File: src/rtl/addsub_requester.sv
// addsub_requester - command/response front end for an external combinational adder_subtractor
// Registers operands, waits one settle cycle, captures the result and holds it until consumed.
module addsub_requester #(
  parameter int WIDTH     = 4,
  parameter int CNT_WIDTH = 8
) (
  input  logic                 clk,
  input  logic                 rst,
  input  logic                 cmd_valid,
  output logic                 cmd_ready,
  input  logic [WIDTH-1:0]     cmd_a,
  input  logic [WIDTH-1:0]     cmd_b,
  input  logic                 cmd_sub,
  input  logic                 cmd_acc,
  input  logic                 cmd_clr,
  output logic [WIDTH-1:0]     as_a,
  output logic [WIDTH-1:0]     as_b,
  output logic                 as_sub,
  input  logic [WIDTH-1:0]     as_result,
  input  logic                 as_carry,
  output logic                 rsp_valid,
  input  logic                 rsp_ready,
  output logic [WIDTH-1:0]     rsp_result,
  output logic                 rsp_carry,
  output logic [WIDTH-1:0]     acc,
  output logic [CNT_WIDTH-1:0] op_count
);

  localparam logic [1:0] IDLE = 2'd0;
  localparam logic [1:0] EXEC = 2'd1;
  localparam logic [1:0] RESP = 2'd2;

  logic [1:0] state;

  assign cmd_ready = (state == IDLE) && !rst;

  always_ff @(posedge clk) begin
    if (rst) begin
      state      <= IDLE;
      as_a       <= '0;
      as_b       <= '0;
      as_sub     <= 1'b0;
      rsp_valid  <= 1'b0;
      rsp_result <= '0;
      rsp_carry  <= 1'b0;
      acc        <= '0;
      op_count   <= '0;
    end else begin
      case (state)
        IDLE: begin
          if (cmd_valid) begin
            // Accumulator mode substitutes acc (or zero on clear) for operand A.
            as_a   <= cmd_acc ? (cmd_clr ? '0 : acc) : cmd_a;
            as_b   <= cmd_b;
            as_sub <= cmd_sub;
            state  <= EXEC;
          end
        end
        EXEC: begin
          rsp_result <= as_result;
          rsp_carry  <= as_carry;
          acc        <= as_result;
          rsp_valid  <= 1'b1;
          state      <= RESP;
        end
        RESP: begin
          if (rsp_ready) begin
            rsp_valid <= 1'b0;
            op_count  <= op_count + CNT_WIDTH'(1);
            state     <= IDLE;
          end
        end
        default: state <= IDLE;
      endcase
    end
  end

endmodule

File: config.mk
export PLATFORM = sky130hd
export DESIGN_NAME = addsub_requester
export DESIGN_NICKNAME = d
export VERILOG_FILES = /design/src/rtl/addsub_requester.sv
export SDC_FILE = /design/constraint.sdc
export NUM_CORES = 1
export LEC_CHECK = 0
export ABC_AREA = 1
export CORE_ASPECT_RATIO = 1.1
export CORE_MARGIN = 2
export CORE_UTILIZATION = 43
export CTS_CLUSTER_SIZE = 30
export DETAILED_ROUTE_END_ITERATION = 8
export GPL_ROUTABILITY_DRIVEN = 1
export PLACE_DENSITY = 0.83
export RECOVER_POWER = 50
export SLEW_MARGIN = 10
export SYNTH_ARGS = -nofsm -noshare
export SYNTH_HDL_FRONTEND = slang
export SYNTH_SLANG_ARGS = --single-unit
export TNS_END_PERCENT = 20
File: constraint.sdc
create_clock -name clk -period 2.8 [get_ports clk]
set_input_delay 0.7 -clock clk [delete_from_list [all_inputs] [get_ports clk]]
set_output_delay 0.7 -clock clk [all_outputs]
set_load 0.01 [all_outputs]
==> results.txt <==
Status -> completed
CTS tree -> done
Vias in the first global route -> 985
Fill cells -> 219
Initial antenna violation count -> 0
Clock Pin Slew Worst Setup and Hold Paths -> 130 ps
Clk_lat worst skew -> 310 ps
Final period utilization -> 0.8991
Core ar. -> 0.002297 mm^2
Max Root-Sink Buffers -> 2
Final ANT Viol Nets -> 0
Most frequent cells in the layout -> clkdlybuf4s50_1, nor2_1, dfxtp_1
Area Overhead vs Synth -> 44.43%
Clk pwr share -> 0.225
Share of cells above drive strength 1 -> 0.01587
Total GRT Usage -> 0.1763
Io pins -> 48
Seq cells post-synth -> 25
Power Dens Cells -> 447.5 mW/mm^2
P_int -> 0.5101 mW
Part of the power in combinational logic -> 0.203
Worst slew margin -> 0.6370
I/O Buffers -> 47
Maxcap violations -> 0
Total wire length -> 2410 um
Nets -> 211
Syn Inst Count -> 144
Final HPWL DP -> 1882 um
Leak Pwr -> 0.6258 nW
Cts hold-fix bufs -> 0
Compound-Gate Fraction of Synth Area -> 0.1280
Post-Synth Adder-Cell Area -> 0.01185
Post-Synth XOR/XNOR Area -> 0.008294
Commonest non-fill, non-tap cell in the layout -> clkdlybuf4s50_1
Simple-gate share of the synthesized area -> 0.2773
WL/cell -> 11.00 um
Maximum VDD drop -> 0.2854 mV
Post-synthesis average cell area -> 7.333 um^2
Drt initial violations -> 11
Post_cts resized -> 0
Top Metal Used -> met4
HP Class -> register to register
Routed wl met2 -> 1149 um
Routability cong. -> 0.7255
CP Class -> input pin to primary output
Setup TNS -> 0 ps
Postcts setup bufs -> 0
Seq. cell area -> 500.5 um^2
Post-synthesis cell area -> 0.001056 mm^2
Net Sw Frac -> 0.2526
CP max FO -> 2
CTS sink count -> 25
Seq pwr share -> 0.572
WL met3 -> 176 um
Final hold violations -> 0
Die Ht -> 55.98 um
Largest net degree at the start of global routing -> 22
GRT Residual Overflow -> 0
# diodes -> 0
FMAX -> 397.2 MHz
Net load switching power -> 0.1724 mW
Worst-Margin Slew -> 543.9 ps
Area of the multi-input gates -> 426.7 um^2
Net Count, Synth -> 165
Post-DR vias/cell -> 4.799
Crit path time final -> 2517 ps
Setup violators final -> 0
Post-synthesis cell type count -> 17
Die area -> 0.002869 mm^2
Mux cell area share after synthesis -> 0
Max Slew Vio Count -> 0
Vias -> 1,051
Root buf cell -> clkbuf_4
Residual DRC -> 0
Largest family of logic cells by synthesized area -> simple AND/OR/NAND/NOR gates
Final Util -> 0.6639
Die Wd -> 51.25 um
WP data arrival -> 1820 ps
Crit. End Element -> primary output
Critical Path Start Type -> input pin
Critical path required time -> 2100 ps
Starting Density -> 0.4597
TritonRoute pass-1 iters -> 4
RSZ-0062 raised after global routing -> false
H-tree depth -> 1
CTS Buf Count -> 3
Clock Skew -> 7.020 ps
YS warnings -> 0
Cell Rows -> 18
First-pass GRT wire length -> 3953 um
Sequential cell area fraction in the yosys report -> 0.4739
Wire length on met1 -> 1069 um
==> per-layer routing <==
| layer | vias to the layer above | global-route usage |
|---|---|---|
| met5 | - | 0 |
| met4 | 0 | 0.06391 |
| met3 | 2 | 0.04032 |
| met2 | 38 | 0.3098 |
| met1 | 472 | 0.2051 |
| li1 | 539 | - |
==> synthesized netlist by cell type <==
| cell type | n | share of area |
|---|---|---|
| clkbuf_1 | 1 | 0.0036 |
| xor2_1 | 1 | 0.0083 |
| dfxtp_1 | 25 | 0.47 |
| nand3b_1 | 1 | 0.0071 |
| ha_1 | 1 | 0.012 |
| a21oi_1 | 7 | 0.033 |
| nor2_4 | 1 | 0.011 |
| nand3_4 | 1 | 0.017 |
| nand3_1 | 10 | 0.047 |
| buf_2 | 1 | 0.0047 |
| inv_1 | 16 | 0.057 |
| nor2_2 | 1 | 0.0059 |
| nor3_1 | 1 | 0.0047 |
| o21ai_0 | 20 | 0.095 |
| nor2_1 | 39 | 0.14 |
| buf_4 | 5 | 0.036 |
| nand2_1 | 13 | 0.046 |
==> final timing paths <==
check,slack [ps],start,end,cells past startpoint
max,280,rst,cmd_ready,3
min,480,rsp_valid$_SDFFE_PP0P_,rsp_valid$_SDFFE_PP0P_,2
max reg2reg,1410,state[0]$_SDFFE_PP0P_,op_count[7]$_SDFFE_PP0P_,6
min reg2reg,480,rsp_valid$_SDFFE_PP0P_,rsp_valid$_SDFFE_PP0P_,2
==> cells by family after synthesis <==
family / count (synthesis)
compound gates: 27
xor+xnor: 1
fa+ha+maj: 1
buf+inv: 23
flops: 25
simple gates: 67
==> layout make-up <==
type	count	area share
sequential	25	0.3281
timing repair buffer	48	0.3109
multi-input combinational	96	0.2797
inverter	16	0.03938
tap	30	0.02461
clock buffer	4	0.01723
==> power by group through the flow <==
stage               sequential, mW  combinational [mW]  clock [mW]
global placement             0.397               0.139           0
CTS                          0.391               0.142       0.160
floorplan                    0.406              0.0535           0
finish                       0.390               0.139       0.154
global route                 0.393               0.152       0.177
detailed placement           0.399               0.142           0
==> worst max-delay path: stages <==
cell             delay (ps)
clkdlybuf4s50_1         430
nor2_1                  140
clkdlybuf4s50_1         550
==> registers in the layout (all words and copies together) (netlist names) <==
signal     count
acc            4
as_a           4
as_b           4
as_sub         1
op_count       8
rsp_carry      1
rsp_valid      1
state          2
==> metrics by stage <==
| step | std cells | cell area [um^2] | total power, mW | hold WS, ps | setup WS, ps |
|---|---|---|---|---|---|
| after global routing | 219 | 1525 | 0.7219 | 496.0 | 237.3 |
| final | 219 | 1525 | 0.6826 | 476.5 | 282.5 |
| after detailed placement | 215 | 1525 | 0.5403 | 458.6 | 279.6 |
| after floorplan | 144 | 1056 | 0.4591 | 479.5 | 1231 |
| after global placement | 215 | 1525 | 0.5364 | 449.0 | 286.0 |
| after CTS | 219 | 1551 | 0.6933 | 476.7 | 277.3 |
(Power assumes the default switching activity.)
